--- src/rtl/mdu_pkg.sv ---
// Shared encodings for the EX-stage multiply/divide unit.
// mdu_op codes, FSM states, divider iteration count, op-class helpers.
// Optional MDU_MACC_EN enables MADD/MADDU/MSUB/MSUBU.
package mdu_pkg;

  typedef enum logic [3:0] {
    MDU_NOP   = 4'd0,
    MDU_MULT  = 4'd1,
    MDU_MULTU = 4'd2,
    MDU_DIV   = 4'd3,
    MDU_DIVU  = 4'd4,
    MDU_MTHI  = 4'd5,
    MDU_MTLO  = 4'd6,
    MDU_MADD  = 4'd7,
    MDU_MADDU = 4'd8,
    MDU_MSUB  = 4'd9,
    MDU_MSUBU = 4'd10
  } mdu_op_e;

  typedef enum logic [1:0] {
    S_IDLE = 2'd0,
    S_MUL  = 2'd1,
    S_DIV  = 2'd2,
    S_DONE = 2'd3
  } mdu_state_e;

  localparam int DIV_ITERS = 32;

  function automatic logic is_mul_op(input logic [3:0] op);
`ifdef MDU_MACC_EN
    return op inside {MDU_MULT, MDU_MULTU,
                      MDU_MADD, MDU_MADDU,
                      MDU_MSUB, MDU_MSUBU};
`else
    return op inside {MDU_MULT, MDU_MULTU};
`endif
  endfunction

  function automatic logic is_div_op(input logic [3:0] op);
    return op inside {MDU_DIV, MDU_DIVU};
  endfunction

  function automatic logic is_signed_op(input logic [3:0] op);
    return op inside {MDU_MULT, MDU_DIV,
                      MDU_MADD, MDU_MSUB};
  endfunction

endpackage

--- src/rtl/ex_mdu_if.sv ---
// EX-stage <-> MDU bundle: issue/operands in, stall and HI/LO write out.
// slave = MDU side, master = pipeline side.
interface ex_mdu_if;
  logic        flush_i;
  logic        start_i;
  logic [3:0]  op_i;
  logic [31:0] srca_i;
  logic [31:0] srcb_i;
  logic [31:0] hi_i;
  logic [31:0] lo_i;
  logic        busy_o;
  logic        we_o;
  logic [31:0] hi_o;
  logic [31:0] lo_o;

  modport slave (
    input  flush_i, start_i, op_i,
    input  srca_i, srcb_i, hi_i, lo_i,
    output busy_o, we_o, hi_o, lo_o
  );

  modport master (
    output flush_i, start_i, op_i,
    output srca_i, srcb_i, hi_i, lo_i,
    input  busy_o, we_o, hi_o, lo_o
  );
endinterface

--- src/rtl/ex_mdu_div_core.sv ---
// Unsigned radix-2 restoring divider, one quotient bit per step.
// Ports: clk, rst, load_i/step_i, dividend_i, divisor_i -> quot_o, rem_o.
module div_core (
  input  logic        clk,
  input  logic        rst,
  input  logic        load_i,
  input  logic        step_i,
  input  logic [31:0] dividend_i,
  input  logic [31:0] divisor_i,
  output logic [31:0] quot_o,
  output logic [31:0] rem_o
);

  // {remainder, dividend/quotient}; quotient bits shift in at the bottom
  logic [63:0] rq_q, rq_d;
  logic [31:0] dvs_q, dvs_d;
  logic [32:0] trial;
  logic [32:0] diff;

  always_comb begin
    rq_d  = rq_q;
    dvs_d = dvs_q;
    trial = rq_q[63:31];
    diff  = trial - {1'b0, dvs_q};
    if (load_i) begin
      rq_d  = {32'd0, dividend_i};
      dvs_d = divisor_i;
    end else if (step_i) begin
      if (!diff[32]) begin
        rq_d = {diff[31:0], rq_q[30:0], 1'b1};
      end else begin
        rq_d = {trial[31:0], rq_q[30:0], 1'b0};
      end
    end
  end

  always_ff @(posedge clk) begin
    if (rst) begin
      rq_q  <= '0;
      dvs_q <= '0;
    end else begin
      rq_q  <= rq_d;
      dvs_q <= dvs_d;
    end
  end

  assign quot_o = rq_q[31:0];
  assign rem_o  = rq_q[63:32];

endmodule

--- src/rtl/ex_mdu.sv ---
// EX-stage multiply/divide unit: MULT/DIV/MTHI/MTLO, busy stall, HI/LO we.
// Ports: clk, rst (sync, high), mdu (ex_mdu_if.slave). Macro MDU_MACC_EN.
module ex_mdu
  import mdu_pkg::*;
(
  input  logic        clk,
  input  logic        rst,
  ex_mdu_if.slave     mdu
);

  mdu_state_e  state_q, state_d;
  logic [3:0]  op_q, op_d;
  logic [31:0] a_q, a_d;
  logic [31:0] b_q, b_d;
  logic [63:0] prod_q, prod_d;
  logic [4:0]  cnt_q, cnt_d;
  logic        qneg_q, qneg_d;
  logic        rneg_q, rneg_d;
`ifdef MDU_MACC_EN
  logic [63:0] acc_q, acc_d;
`endif

  logic        busy;
  logic        we;
  logic [31:0] hi_r;
  logic [31:0] lo_r;

  logic        go;
  logic        start_mul;
  logic        start_div;
  logic        mt_hi;
  logic        mt_lo;
  logic        sa;
  logic        sb;
  logic [31:0] a_abs;
  logic [31:0] b_abs;
  logic        div_step;
  logic [31:0] quot;
  logic [31:0] rem;

  logic               msgn;
  logic signed [65:0] ma;
  logic signed [65:0] mb;
  logic signed [65:0] mfull;
  logic [63:0]        mres;

  assign go = (state_q == S_IDLE)
            && mdu.start_i && !mdu.flush_i;
  assign start_mul = go && is_mul_op(mdu.op_i);
  assign start_div = go && is_div_op(mdu.op_i);
  assign mt_hi = go && (mdu.op_i == MDU_MTHI);
  assign mt_lo = go && (mdu.op_i == MDU_MTLO);

  assign sa = mdu.srca_i[31] && is_signed_op(mdu.op_i);
  assign sb = mdu.srcb_i[31] && is_signed_op(mdu.op_i);
  assign a_abs = sa ? -mdu.srca_i : mdu.srca_i;
  assign b_abs = sb ? -mdu.srcb_i : mdu.srcb_i;

  assign div_step = (state_q == S_DIV) && !mdu.flush_i;

  div_core u_div (
    .clk        (clk),
    .rst        (rst),
    .load_i     (start_div),
    .step_i     (div_step),
    .dividend_i (a_abs),
    .divisor_i  (b_abs),
    .quot_o     (quot),
    .rem_o      (rem)
  );

  // 33-bit operands give one multiplier for signed and unsigned
  assign msgn  = is_signed_op(op_q);
  assign ma    = {{34{msgn & a_q[31]}}, a_q};
  assign mb    = {{34{msgn & b_q[31]}}, b_q};
  assign mfull = ma * mb;

  always_comb begin
    mres = prod_q;
`ifdef MDU_MACC_EN
    if (op_q inside {MDU_MADD, MDU_MADDU}) begin
      mres = acc_q + prod_q;
    end else if (op_q inside {MDU_MSUB, MDU_MSUBU}) begin
      mres = acc_q - prod_q;
    end
`endif
  end

  always_comb begin
    state_d = state_q;
    op_d    = op_q;
    a_d     = a_q;
    b_d     = b_q;
    prod_d  = prod_q;
    cnt_d   = cnt_q;
    qneg_d  = qneg_q;
    rneg_d  = rneg_q;
`ifdef MDU_MACC_EN
    acc_d   = acc_q;
`endif
    busy    = 1'b0;
    we      = 1'b0;
    hi_r    = '0;
    lo_r    = '0;

    unique case (state_q)
      S_IDLE: begin
        unique case (1'b1)
          start_mul: begin
            busy    = 1'b1;
            op_d    = mdu.op_i;
            a_d     = mdu.srca_i;
            b_d     = mdu.srcb_i;
`ifdef MDU_MACC_EN
            acc_d   = {mdu.hi_i, mdu.lo_i};
`endif
            state_d = S_MUL;
          end
          start_div: begin
            busy    = 1'b1;
            op_d    = mdu.op_i;
            a_d     = mdu.srca_i;
            b_d     = mdu.srcb_i;
            qneg_d  = sa ^ sb;
            rneg_d  = sa;
            cnt_d   = '0;
            state_d = S_DIV;
          end
          mt_hi: begin
            we   = 1'b1;
            hi_r = mdu.srca_i;
            lo_r = mdu.lo_i;
          end
          mt_lo: begin
            we   = 1'b1;
            hi_r = mdu.hi_i;
            lo_r = mdu.srca_i;
          end
          default: ;
        endcase
      end
      S_MUL: begin
        busy    = 1'b1;
        prod_d  = mfull[63:0];
        state_d = S_DONE;
      end
      S_DIV: begin
        busy  = 1'b1;
        cnt_d = cnt_q + 5'd1;
        if (cnt_q == 5'(DIV_ITERS - 1)) begin
          state_d = S_DONE;
        end
      end
      S_DONE: begin
        we      = 1'b1;
        state_d = S_IDLE;
        if (is_div_op(op_q)) begin
          // divide-by-zero reports the raw dividend in HI
          if (b_q == '0) begin
            lo_r = '1;
            hi_r = a_q;
          end else begin
            lo_r = qneg_q ? -quot : quot;
            hi_r = rneg_q ? -rem : rem;
          end
        end else begin
          hi_r = mres[63:32];
          lo_r = mres[31:0];
        end
      end
      default: state_d = S_IDLE;
    endcase

    if (mdu.flush_i) begin
      busy    = 1'b0;
      we      = 1'b0;
      hi_r    = '0;
      lo_r    = '0;
      state_d = S_IDLE;
    end
  end

  always_ff @(posedge clk) begin
    if (rst) begin
      state_q <= S_IDLE;
      op_q    <= '0;
      a_q     <= '0;
      b_q     <= '0;
      prod_q  <= '0;
      cnt_q   <= '0;
      qneg_q  <= 1'b0;
      rneg_q  <= 1'b0;
`ifdef MDU_MACC_EN
      acc_q   <= '0;
`endif
    end else begin
      state_q <= state_d;
      op_q    <= op_d;
      a_q     <= a_d;
      b_q     <= b_d;
      prod_q  <= prod_d;
      cnt_q   <= cnt_d;
      qneg_q  <= qneg_d;
      rneg_q  <= rneg_d;
`ifdef MDU_MACC_EN
      acc_q   <= acc_d;
`endif
    end
  end

  assign mdu.busy_o = busy;
  assign mdu.we_o   = we;
  assign mdu.hi_o   = hi_r;
  assign mdu.lo_o   = lo_r;

endmodule

--- src/flat_wrapper.sv ---
// flat-port wrapper written by rule: the top's interface ports become plain ports
module ex_mdu_flat import mdu_pkg::*;
  (clk, rst, mdu_flush_i, mdu_start_i, mdu_op_i, mdu_srca_i, mdu_srcb_i, mdu_hi_i, mdu_lo_i, mdu_busy_o, mdu_we_o, mdu_hi_o, mdu_lo_o);
  ex_mdu_if mdu_i ();
  input  logic clk;
  input  logic rst;
  input wire logic [$bits(mdu_i.flush_i)-1:0] mdu_flush_i;
  input wire logic [$bits(mdu_i.start_i)-1:0] mdu_start_i;
  input wire logic [$bits(mdu_i.op_i)-1:0] mdu_op_i;
  input wire logic [$bits(mdu_i.srca_i)-1:0] mdu_srca_i;
  input wire logic [$bits(mdu_i.srcb_i)-1:0] mdu_srcb_i;
  input wire logic [$bits(mdu_i.hi_i)-1:0] mdu_hi_i;
  input wire logic [$bits(mdu_i.lo_i)-1:0] mdu_lo_i;
  output wire logic [$bits(mdu_i.busy_o)-1:0] mdu_busy_o;
  output wire logic [$bits(mdu_i.we_o)-1:0] mdu_we_o;
  output wire logic [$bits(mdu_i.hi_o)-1:0] mdu_hi_o;
  output wire logic [$bits(mdu_i.lo_o)-1:0] mdu_lo_o;
  assign mdu_i.flush_i = mdu_flush_i;
  assign mdu_i.start_i = mdu_start_i;
  assign mdu_i.op_i = mdu_op_i;
  assign mdu_i.srca_i = mdu_srca_i;
  assign mdu_i.srcb_i = mdu_srcb_i;
  assign mdu_i.hi_i = mdu_hi_i;
  assign mdu_i.lo_i = mdu_lo_i;
  assign mdu_busy_o = mdu_i.busy_o;
  assign mdu_we_o = mdu_i.we_o;
  assign mdu_hi_o = mdu_i.hi_o;
  assign mdu_lo_o = mdu_i.lo_o;
  ex_mdu u_core (.clk(clk), .rst(rst), .mdu(mdu_i));
endmodule
--- config.mk ---
export PLATFORM = sky130hd
export DESIGN_NAME = ex_mdu_flat
export DESIGN_NICKNAME = d
export VERILOG_FILES = /design/src/rtl/mdu_pkg.sv /design/src/rtl/ex_mdu_if.sv /design/src/rtl/ex_mdu_div_core.sv /design/src/rtl/ex_mdu.sv /design/src/flat_wrapper.sv
export SDC_FILE = /design/constraint.sdc
export NUM_CORES = 2
export LEC_CHECK = 0
export CORE_ASPECT_RATIO = 1.25
export CORE_MARGIN = 4
export CORE_UTILIZATION = 40
export DETAILED_ROUTE_END_ITERATION = 12
export PLACE_DENSITY = 0.53
export SKIP_CTS_REPAIR_TIMING = 1
export SLEW_MARGIN = 10
export SYNTH_ARGS = -nofsm -noshare
export SYNTH_HDL_FRONTEND = slang
export SYNTH_SLANG_ARGS = --single-unit
--- constraint.sdc ---
create_clock -name clk -period 11 [get_ports clk]
set_input_delay 3.3 -clock clk [delete_from_list [all_inputs] [get_ports clk]]
set_output_delay 3.3 -clock clk [all_outputs]
set_load 0.01 [all_outputs]
==> results.py <==
metrics = {
    "synth": {
        "ys_types": 75,
        "yosys_warnings": 0,
        "synth-seq-cells": 237,
        "yosysSeqAreaShare_pct": 8.956,
        "syn_inst": 6257,
        "synthTopCellsByArea": "fa_1, dfxtp_1, inv_1, nand2_1, ha_1",
        "synth-edff-count": 0,
        "avgSynthCellArea_um2": 8.466,
        "synth_area_mm2": 0.05297,
        "async_flop_share_pct": 0,
        "yosys.area.top_type": "fa_1",
        "synth_ff_type": "dfxtp_1",
        "yosysTopAreaCellShare_pct": 42.55,
        "synth_nets": 7774,
        "yosys.cell_count.top_type": "inv_1",
        "synthTopCellsByCount": "inv_1, fa_1, nand2_1",
    },
    "global_route": {
        "antenna_found_initial": 11,
        "grt_max_degree": 91,
        "grt_pass1_wl_um": 267400,
        "grt_pass1_vias": 43610,
        "grt_usage_pct": 24.99,
        "grt_overflow": 0,
    },
    "worst_setup_path": {
        "crit_path_end_kind": "output pin",
        "cp-start-kind": "input port",
        "reg2regPathDepth": 26,
        "worst-path-max-fanout": 65,
        "crit_arrival_ns": 6.59,
        "worst_ep_required_time_ns": 7.70,
        "path_class": "input port to output pin",
    },
    "pwr": {
        "p_leak_nw": 24.27,
        "p_per_area_mw_per_mm2": 46.45,
        "p_total_mw": 2.669,
        "peakVddDrop_mv": 0.1480,
    },
    "placed_design": {
        "place.gp.congestion": 0.9195,
        "io_buffers": 201,
        "dp_hpwl_um": 139800,
    },
    "timing": {
        "maxSlewViolCount": 0,
        "final-hold-violation-count": 0,
        "worstMarginPinSlew_ns": 1.181,
        "rsz0062_at_grt": "no",
        "fmax_mhz": 101.1,
        "fin_crit_sh_pct": 89.90,
        "whs_ns": 0.4532,
        "relSlewSlack_pct": 21.29,
        "setup_viol": 0,
        "clock_skew_ns": 0.01351,
        "finalCriticalPeriod_ns": 9.889,
        "tns_ns": 0,
    },
    "detailed_routing": {
        "via_per_inst": 5.357,
        "drt_iter0_drc": 3213,
        "drt_first_pass_iters": 12,
        "drc": 0,
        "routed_wl_um": 173700,
        "routedWlPerCell_um": 21.91,
        "ant_nets": 0,
        "vias": 42460,
    },
    "clock_network": {
        "cts_sinks": 237,
        "cts_inserted_buffers": 30,
        "htree_levels": 1,
        "cts-root-buf": "clkbuf_16",
        "cts_max_path_buffers": 3,
        "cts_tree": "built",
        "insertion_delay_ns": 0.57,
        "clkSlewWorstSetupHoldPaths_ns": 0.05,
    },
    "flow_run": {
        "cap_violations": 0,
    },
    "die": {
        "num_io_pins": 202,
        "fp.dieH_um": 414.9,
        "die_w_um": 333.5,
        "start_util_pct": 40.19,
        "die_area_mm2": 0.1384,
        "rows": 149,
        "coreArea_mm2": 0.1318,
    },
    "final_layout": {
        "fillers": 13190,
        "syn_to_final_growth_pct": 8.448,
        "drive_above_1_share_pct": 3.136,
        "nets": 7682,
    },
    "run_status": {
        "outcome": "completed",
    },
    "hold_path": {
        "worst_hold_path.num_cells": 2,
        "hold_path.class": "flop to flop",
    },
}
-- cells in the final DEF, fill, tap and decap left out, types with 20 or more instances in the layout --
master	instances
nor4_1	23
o221ai_1	27
dfxtp_1	235
clkdlybuf4s50_1	200
xor2_1	89
a222oi_1	33
o21ai_0	121
a21oi_1	269
nand2_1	1107
nor3_1	40
mux2i_1	71
nand3_1	36
nor2_1	277
clkbuf_16	31
and2_1	319
xnor2_1	127
a31oi_1	31
a211oi_1	50
inv_1	1189
nor2b_1	20
buf_4	105
a21o_1	36
a22oi_1	29
ha_1	253
and3_1	21
fa_1	1126
o31ai_1	29
a311oi_1	36
-- power breakdown --
part / internal, mW / switching (mW)
Sequential: 0.874 / 0.0273
Combinational: 0.248 / 0.450
Clock: 0.655 / 0.415
Total: 1.78 / 0.892
-- metal layers --
layer	part of all wire [%]	track usage (%)	vias up
li1	-	-	18950
met2	52	44.79	1191
met4	3.5	7.058	6
met1	40	32.06	22060
met3	4.9	2.386	255
met5	0.024	0	-
-- state kept, by name, indices dropped and copies added, names as in the netlist --
register            flops
u_core.cnt_q            5
u_core.mres            64
u_core.u_div.rq_q      64
u_core.u_div.dvs_q     32
u_core.a_q             32
u_core.rneg_q           1
u_core.b_q             32
u_core.state_q          2
u_core.qneg_q           1
u_core.op_q             4
-- worst max-delay path, cell delays in order --
cell and delay [ns]:
clkdlybuf4s50_1 0.60, nor3_1 0.57, nand2_1 0.19, nor3b_2 0.18, buf_4 0.63, a222oi_1 0.25
a21oi_1 0.21, clkdlybuf4s50_1 0.60
-- area by class of cell --
type / instances / area [um^2] / area share, %
well taps: 1736 / 2172 / 3.781
inverters: 1189 / 4463 / 7.769
repair buffers: 306 / 2801 / 4.876
flip-flops and latches: 237 / 4747 / 8.263
diodes: 4 / 10.01 / 0.01742
clock inverters: 16 / 214.0 / 0.3724
multi-input cells: 4401 / 42200 / 73.46
clock buffers: 38 / 842.1 / 1.466
-- path summary, 6_finish.rpt --
path | from | endpoint | slack, ns
worst max-delay path | mdu_flush_i | mdu_hi_o[23] | 1.11
worst min-delay path | u_core.u_div.dvs_q[31] | u_core.u_div.dvs_q[31] | 0.45
worst max register to register | u_core.op_q[1] | u_core.mres[58] | 1.73
worst min register to register | u_core.u_div.dvs_q[31] | u_core.u_div.dvs_q[31] | 0.45
-- through the flow --
step | setup slack [ns] | cell area, um^2 | std cells | utilization (%)
after floorplan | 2.652 | 52970 | 6257 | -
after global placement | 1.215 | 56380 | 7869 | 42.78
after detailed placement | 1.179 | 56380 | 7869 | 42.78
after CTS | 1.157 | 57440 | 7923 | 43.58
after global routing | 0.8457 | 57450 | 7925 | 43.58
final | 1.111 | 57450 | 7927 | 43.59
-- cells by family after synthesis --
kind of cell | synth area share (%)
adder cells (fa/ha/maj) | 48.57
flip-flops | 8.956
AO/OA/AOI/OAI | 9.547
multiplexers | 1.342
AND/OR/NAND/NOR | 16.47
buffers and inverters | 11.52
XOR/XNOR | 3.588
Power figures use the tool's default switching activity.
